--- src/rtl/tx_engine.sv ---
// ----------------------------------------------------------------------------
// tx_engine -- asynchronous serial transmitter (UART TX).
//
// Sends one character per load as: start bit (0), 7 or 8 data bits LSB
// first, optional even/odd parity bit, stop bit(s) (1). Each bit lasts
// k+1 clk cycles. Character and framing options are captured when the load
// is accepted, so later input changes do not disturb the frame in flight.
//
// Ports:
//   clk      in   1   system clock, rising edge
//   rst      in   1   asynchronous, active-high reset
//   load     in   1   single-cycle write strobe (accepted only when TXRDY=1)
//   out_port in   8   character to transmit
//   eight    in   1   1 = 8 data bits, 0 = 7 data bits (out_port[7] ignored)
//   pen      in   1   1 = append parity bit
//   even     in   1   1 = even parity, 0 = odd parity
//   k        in  19   baud divisor, bit period = k+1 cycles (sampled live)
//   tx       out  1   serial line, idle high
//   TXRDY    out  1   1 = idle, able to accept load
//
// Configuration macro:
//   TX_TWO_STOP_EN  defined   -> two stop bits, 12-bit shift register
//                   undefined -> one stop bit, 11-bit shift register
// ----------------------------------------------------------------------------
module tx_engine (
    input  logic        clk,
    input  logic        rst,
    input  logic        load,
    input  logic [7:0]  out_port,
    input  logic        eight,
    input  logic        pen,
    input  logic        even,
    input  logic [18:0] k,
    output logic        tx,
    output logic        TXRDY
);

`ifdef TX_TWO_STOP_EN
    localparam int unsigned SW    = 12;
    localparam int unsigned NSTOP = 2;
`else
    localparam int unsigned SW    = 11;
    localparam int unsigned NSTOP = 1;
`endif

    typedef enum logic [1:0] {
        IDLE,
        LOAD,
        SEND
    } state_t;

    state_t        state;
    state_t        state_nxt;

    logic [SW-1:0] shreg;
    logic [18:0]   bit_time;
    logic [3:0]    bit_cnt;

    logic [7:0]    hold_data;
    logic          hold_eight;
    logic          hold_pen;
    logic          hold_even;

    logic [3:0]    frame_len;
    logic [SW-1:0] frame;
    logic          parity;
    logic          bit_done;
    logic          frame_done;

    // Frame length: start + 7 data + stop(s), plus one each for 8th bit and parity.
    always_comb begin
        frame_len = 4'd8 + 4'(NSTOP) + {3'b000, hold_eight} + {3'b000, hold_pen};
    end

    // Parity over transmitted data bits only; bit 7 is masked off in 7-bit mode.
    always_comb begin
        parity = (^(hold_data & {hold_eight, 7'h7F})) ^ ~hold_even;
    end

    // Frame image, bit 0 goes out first; unused upper bits act as stop/idle ones.
    always_comb begin
        frame    = '1;
        frame[0] = 1'b0;
        if (hold_eight) begin
            frame[8:1] = hold_data;
            if (hold_pen) begin
                frame[9] = parity;
            end
        end else begin
            frame[7:1] = hold_data[6:0];
            if (hold_pen) begin
                frame[8] = parity;
            end
        end
    end

    // '>=' keeps the counter bounded by k even if k is lowered mid-bit.
    always_comb begin
        bit_done   = (bit_time >= k);
        frame_done = bit_done && (bit_cnt == 4'(frame_len - 4'd1));
    end

    // State register
    always_ff @(posedge clk or posedge rst) begin
        if (rst) begin
            state <= IDLE;
        end else begin
            state <= state_nxt;
        end
    end

    // Next-state logic
    always_comb begin
        state_nxt = state;
        case (state)
            IDLE:    if (load) state_nxt = LOAD;
            LOAD:    state_nxt = SEND;
            SEND:    if (frame_done) state_nxt = IDLE;
            default: state_nxt = IDLE;
        endcase
    end

    // Outputs (Moore)
    always_comb begin
        TXRDY = (state == IDLE);
        tx    = (state == SEND) ? shreg[0] : 1'b1;
    end

    // Datapath: hold register, shift register and counters
    always_ff @(posedge clk or posedge rst) begin
        if (rst) begin
            hold_data  <= '0;
            hold_eight <= 1'b0;
            hold_pen   <= 1'b0;
            hold_even  <= 1'b0;
            shreg      <= '1;
            bit_time   <= '0;
            bit_cnt    <= '0;
        end else begin
            case (state)
                IDLE: begin
                    bit_time <= '0;
                    bit_cnt  <= '0;
                    if (load) begin
                        hold_data  <= out_port;
                        hold_eight <= eight;
                        hold_pen   <= pen;
                        hold_even  <= even;
                    end
                end
                LOAD: begin
                    shreg    <= frame;
                    bit_time <= '0;
                    bit_cnt  <= '0;
                end
                SEND: begin
                    if (bit_done) begin
                        bit_time <= '0;
                        shreg    <= {1'b1, shreg[SW-1:1]};
                        bit_cnt  <= frame_done ? 4'd0 : bit_cnt + 4'd1;
                    end else begin
                        bit_time <= bit_time + 19'd1;
                    end
                end
                default: begin
                    bit_time <= '0;
                    bit_cnt  <= '0;
                end
            endcase
        end
    end

endmodule

--- config.mk ---
export PLATFORM = sky130hd
export DESIGN_NAME = tx_engine
export DESIGN_NICKNAME = d
export VERILOG_FILES = /design/src/rtl/tx_engine.sv
export SDC_FILE = /design/constraint.sdc
export NUM_CORES = 1
export LEC_CHECK = 0
export CAP_MARGIN = 20
export CORE_MARGIN = 2
export CORE_UTILIZATION = 60
export DETAILED_ROUTE_END_ITERATION = 8
export PLACE_DENSITY = 0.85
export SYNTH_ARGS = -nofsm -noshare
export SYNTH_HDL_FRONTEND = slang
export SYNTH_SLANG_ARGS = --single-unit
--- constraint.sdc ---
create_clock -name clk -period 4.3 [get_ports clk]
set_input_delay 0.86 -clock clk [delete_from_list [all_inputs] [get_ports clk]]
set_output_delay 0.86 -clock clk [all_outputs]
set_load 0.005 [all_outputs]
==> results.txt <==
Die area - 5310 µm²
CP bufs+invs - 3
Crit-path cells - clkdlybuf4s50_1, inv_1, ha_1, a211oi_1, o21ai_1, a221oi_4, nand3_2, buf_4, nor2_1
Clock Path Buffers - 2
Max Clock Skew - 4.30 ps
Setup CP Type - in2reg
Hold path cells - 2
Reg2reg path depth - 7
Dpl hpwl - 4.23 mm
Vias in the first global route - 2,088
Max incr delay on CP - 460 ps
Largest net degree at the start of global routing - 28
Layout area overhead - 16.4%
# rows - 25
Tcrit/Tclk final - 70.5%
GRT Residual Overflow - 0
Slew Viols, Final - 0
Reg2reg start - bit_time[14]
Vias/cell - 5.67
Setup Viol. Count Final - 0
Core area - 4660 µm²
Met1 WL - 2.62 mm
Port Buffers - 34
Height of the die - 72.9 µm
Worst slew pin tran - 753 ps
Hold EP - shreg[0]
# nets final - 374
Unique masters post-synth - 49
R2r endpoint - bit_time[3]
Pre-CTS setup slack - 971 ps
DR WL met2 - 2.76 mm
Crit end category - register
Critical-path maximum fanout - 14
CTS H-tree depth - 2
CTS Buf Count - 5
Boundary Pins - 35
Syn Area/Cell - 10.1 µm²
WL final - 5.61 mm
VDD IR-drop max - 0.366 mV
Worst path slowest cell - clkdlybuf4s50_1
Worst slew margin - 49.8%
Worst Path Required - 4540 ps
Yosys reg bits - 46
Worst-Skew Late Latency - 300 ps
Clk slew on worst S/H paths - 80 ps
RSZ-0062 raised after global routing - no
Min cycle time layout - 3030 ps
Fraction of layout cells with a size suffix above 1 - 15.3%
Fin Setup TNS - 0 ps
Global Route Usage Sum - 23.5%
N_diodes - 0
Mapped Area - 2850 µm²
Ys Warns - 0
R2r setup slk - 1870 ps
Critical path arrival - 3270 ps
Crit path launch type - primary input
Initial antenna violation count - 0
Root Buffer - clkbuf_8
Sequential fraction of the synthesis area - 40.9%
WL per Instance - 15.0 µm
Vias - 2,119
Mapped Cells - 283
Die width - 72.9 µm
Hold path startpoint - shreg[0]
Global-route wire length before repair - 9.59 mm
Syn_nets - 338
RePlAce Congestion - 0.908
DRC - 0
Power per Cell Area - 435 nW/µm²
Max Used Layer - met4
Wire length on met3 - 145 µm
Total leakage power - 1.53 nW
CTS tree - yes
Status - complete, no violations
Fmax achieved - 330 MHz
Worst setup margin - 1270 ps
First-pass detailed-route iteration total - 4
Final ANT Viol Nets - 0
Final Hold Vio Count - 0
Crit. path cell count - 9
Worst Hold Class - reg2reg
Hold buffer count at CTS - 0
Initial core utilization - 61.1%
Max-cap viol count - 0
CP top delay family - buffers and inverters
Post-CTS setup buffer count - 0
Number of DRC markers in iteration 0 - 123
Clock sink count - 46
Gates resized, CTS repair - 0
-- tightest hold or removal path, delay by kind of cell (launching register included) --
kind	cells	cell delay, ps
compound gates	1	50
simple gates	1	60
flops	1	380
-- worst max path at each step --
stage,from,end,slack (ps)
final,k[14],bit_time[3],1270
after detailed placement,k[14],bit_time[3],970
after floorplan,k[10],shreg[8],1810
after CTS,k[14],bit_time[3],1260
after global routing,k[14],bit_time[3],1130
after global placement,k[14],bit_time[6],1040
-- placed cells by master, fill, tap and decap left out, drive strengths merged, types with 9 or more instances in the layout --
master         synthesis  final
mux2                  11     11
dfrtp                 36     36
xnor2                 12     12
a21oi                 13     13
inv                   23     23
o21ai                  9      9
xor2                  15     15
dfstp                 10     10
clkdlybuf4s50          0     34
nand3                 16     16
nor2                  24     24
ha                    22     22
nand2                 25     25
-- Yosys cell counts, drive strengths merged --
library cell   n  share of area (%)
dfrtp         36                 32
nand2         25                3.3
nor2          24                3.8
inv           23                3.0
ha            22                9.7
nand3         16                3.2
xor2          15                4.6
a21oi         13                2.3
xnor2         12                3.7
mux2          11                4.5
dfstp         10                9.2
o21ai          9                1.7
o211ai         7                1.8
o21a           7                1.8
nand4          6                2.0
a31oi          4                1.4
and2           4               0.88
and3           4               0.88
and4           4                1.3
clkbuf         4               0.57
nand2b         4               0.88
buf            3               0.97
nor2b          3               0.66
a221oi         2                1.2
mux2i          2               0.70
nor3           2               0.35
nor4           2                1.2
a211oi         1               0.26
a21o           1               0.26
a22o           1               0.31
a22oi          1               0.44
a41oi          1               0.31
nand3b         1               0.26
nand4b         1               0.31
nor3b          1               0.26
o2bb2ai        1               0.31
-- routing by layer --
metal  track usage (%)  up-vias
met5                 0        -
met4              8.02        0
met3              3.31       10
met2              38.6       38
met1              31.9     1016
li1                  -     1055
-- metrics by stage --
stage	total power, mW	util, %	hold slack (ps)	std cells	instance area [µm²]
6_report	1.44	71.1	486	374	3310
2_1_floorplan	1.04	-	456	283	2850
4_1_cts	1.45	71.1	486	374	3310
5_1_grt	1.55	71.1	520	374	3310
3_5_place_dp	1.18	69.2	473	366	3230
3_3_place_gp	1.15	69.2	464	366	3230
-- layout make-up --
class | count | area, µm²
clock buffers | 6 | 72.6
multi-input cells | 207 | 1550
well taps | 54 | 67.6
inverters | 23 | 86.3
flip-flops and latches | 46 | 1160
fillers | 342 | 1350
clock inverters | 2 | 13.8
repair buffers | 36 | 355
-- flip-flops by register name, summed over array words and instances, names as in the netlist --
register and count:
bit_time 19, shreg 10, hold_data 8, bit_cnt 4, state 2, hold_eight 1
hold_even 1, hold_pen 1
-- where the power goes --
group,internal (mW),switching [mW],total (mW)
logic,0.252,0.221,0.474
clock network,0.115,0.148,0.263
registers,0.580,0.124,0.704
-- cells by family after synthesis --
group                    Yosys count  share of synthesized area, %
AO/OA/AOI/OAI                     48                          12.2
XOR/XNOR                          27                          8.31
adder cells (fa/ha/maj)           22                          9.67
buffers and inverters             30                          4.57
flip-flops                        46                          40.9
multiplexers                      13                          5.19
AND/OR/NAND/NOR                   97                          19.2
(Power assumes the default switching activity.)
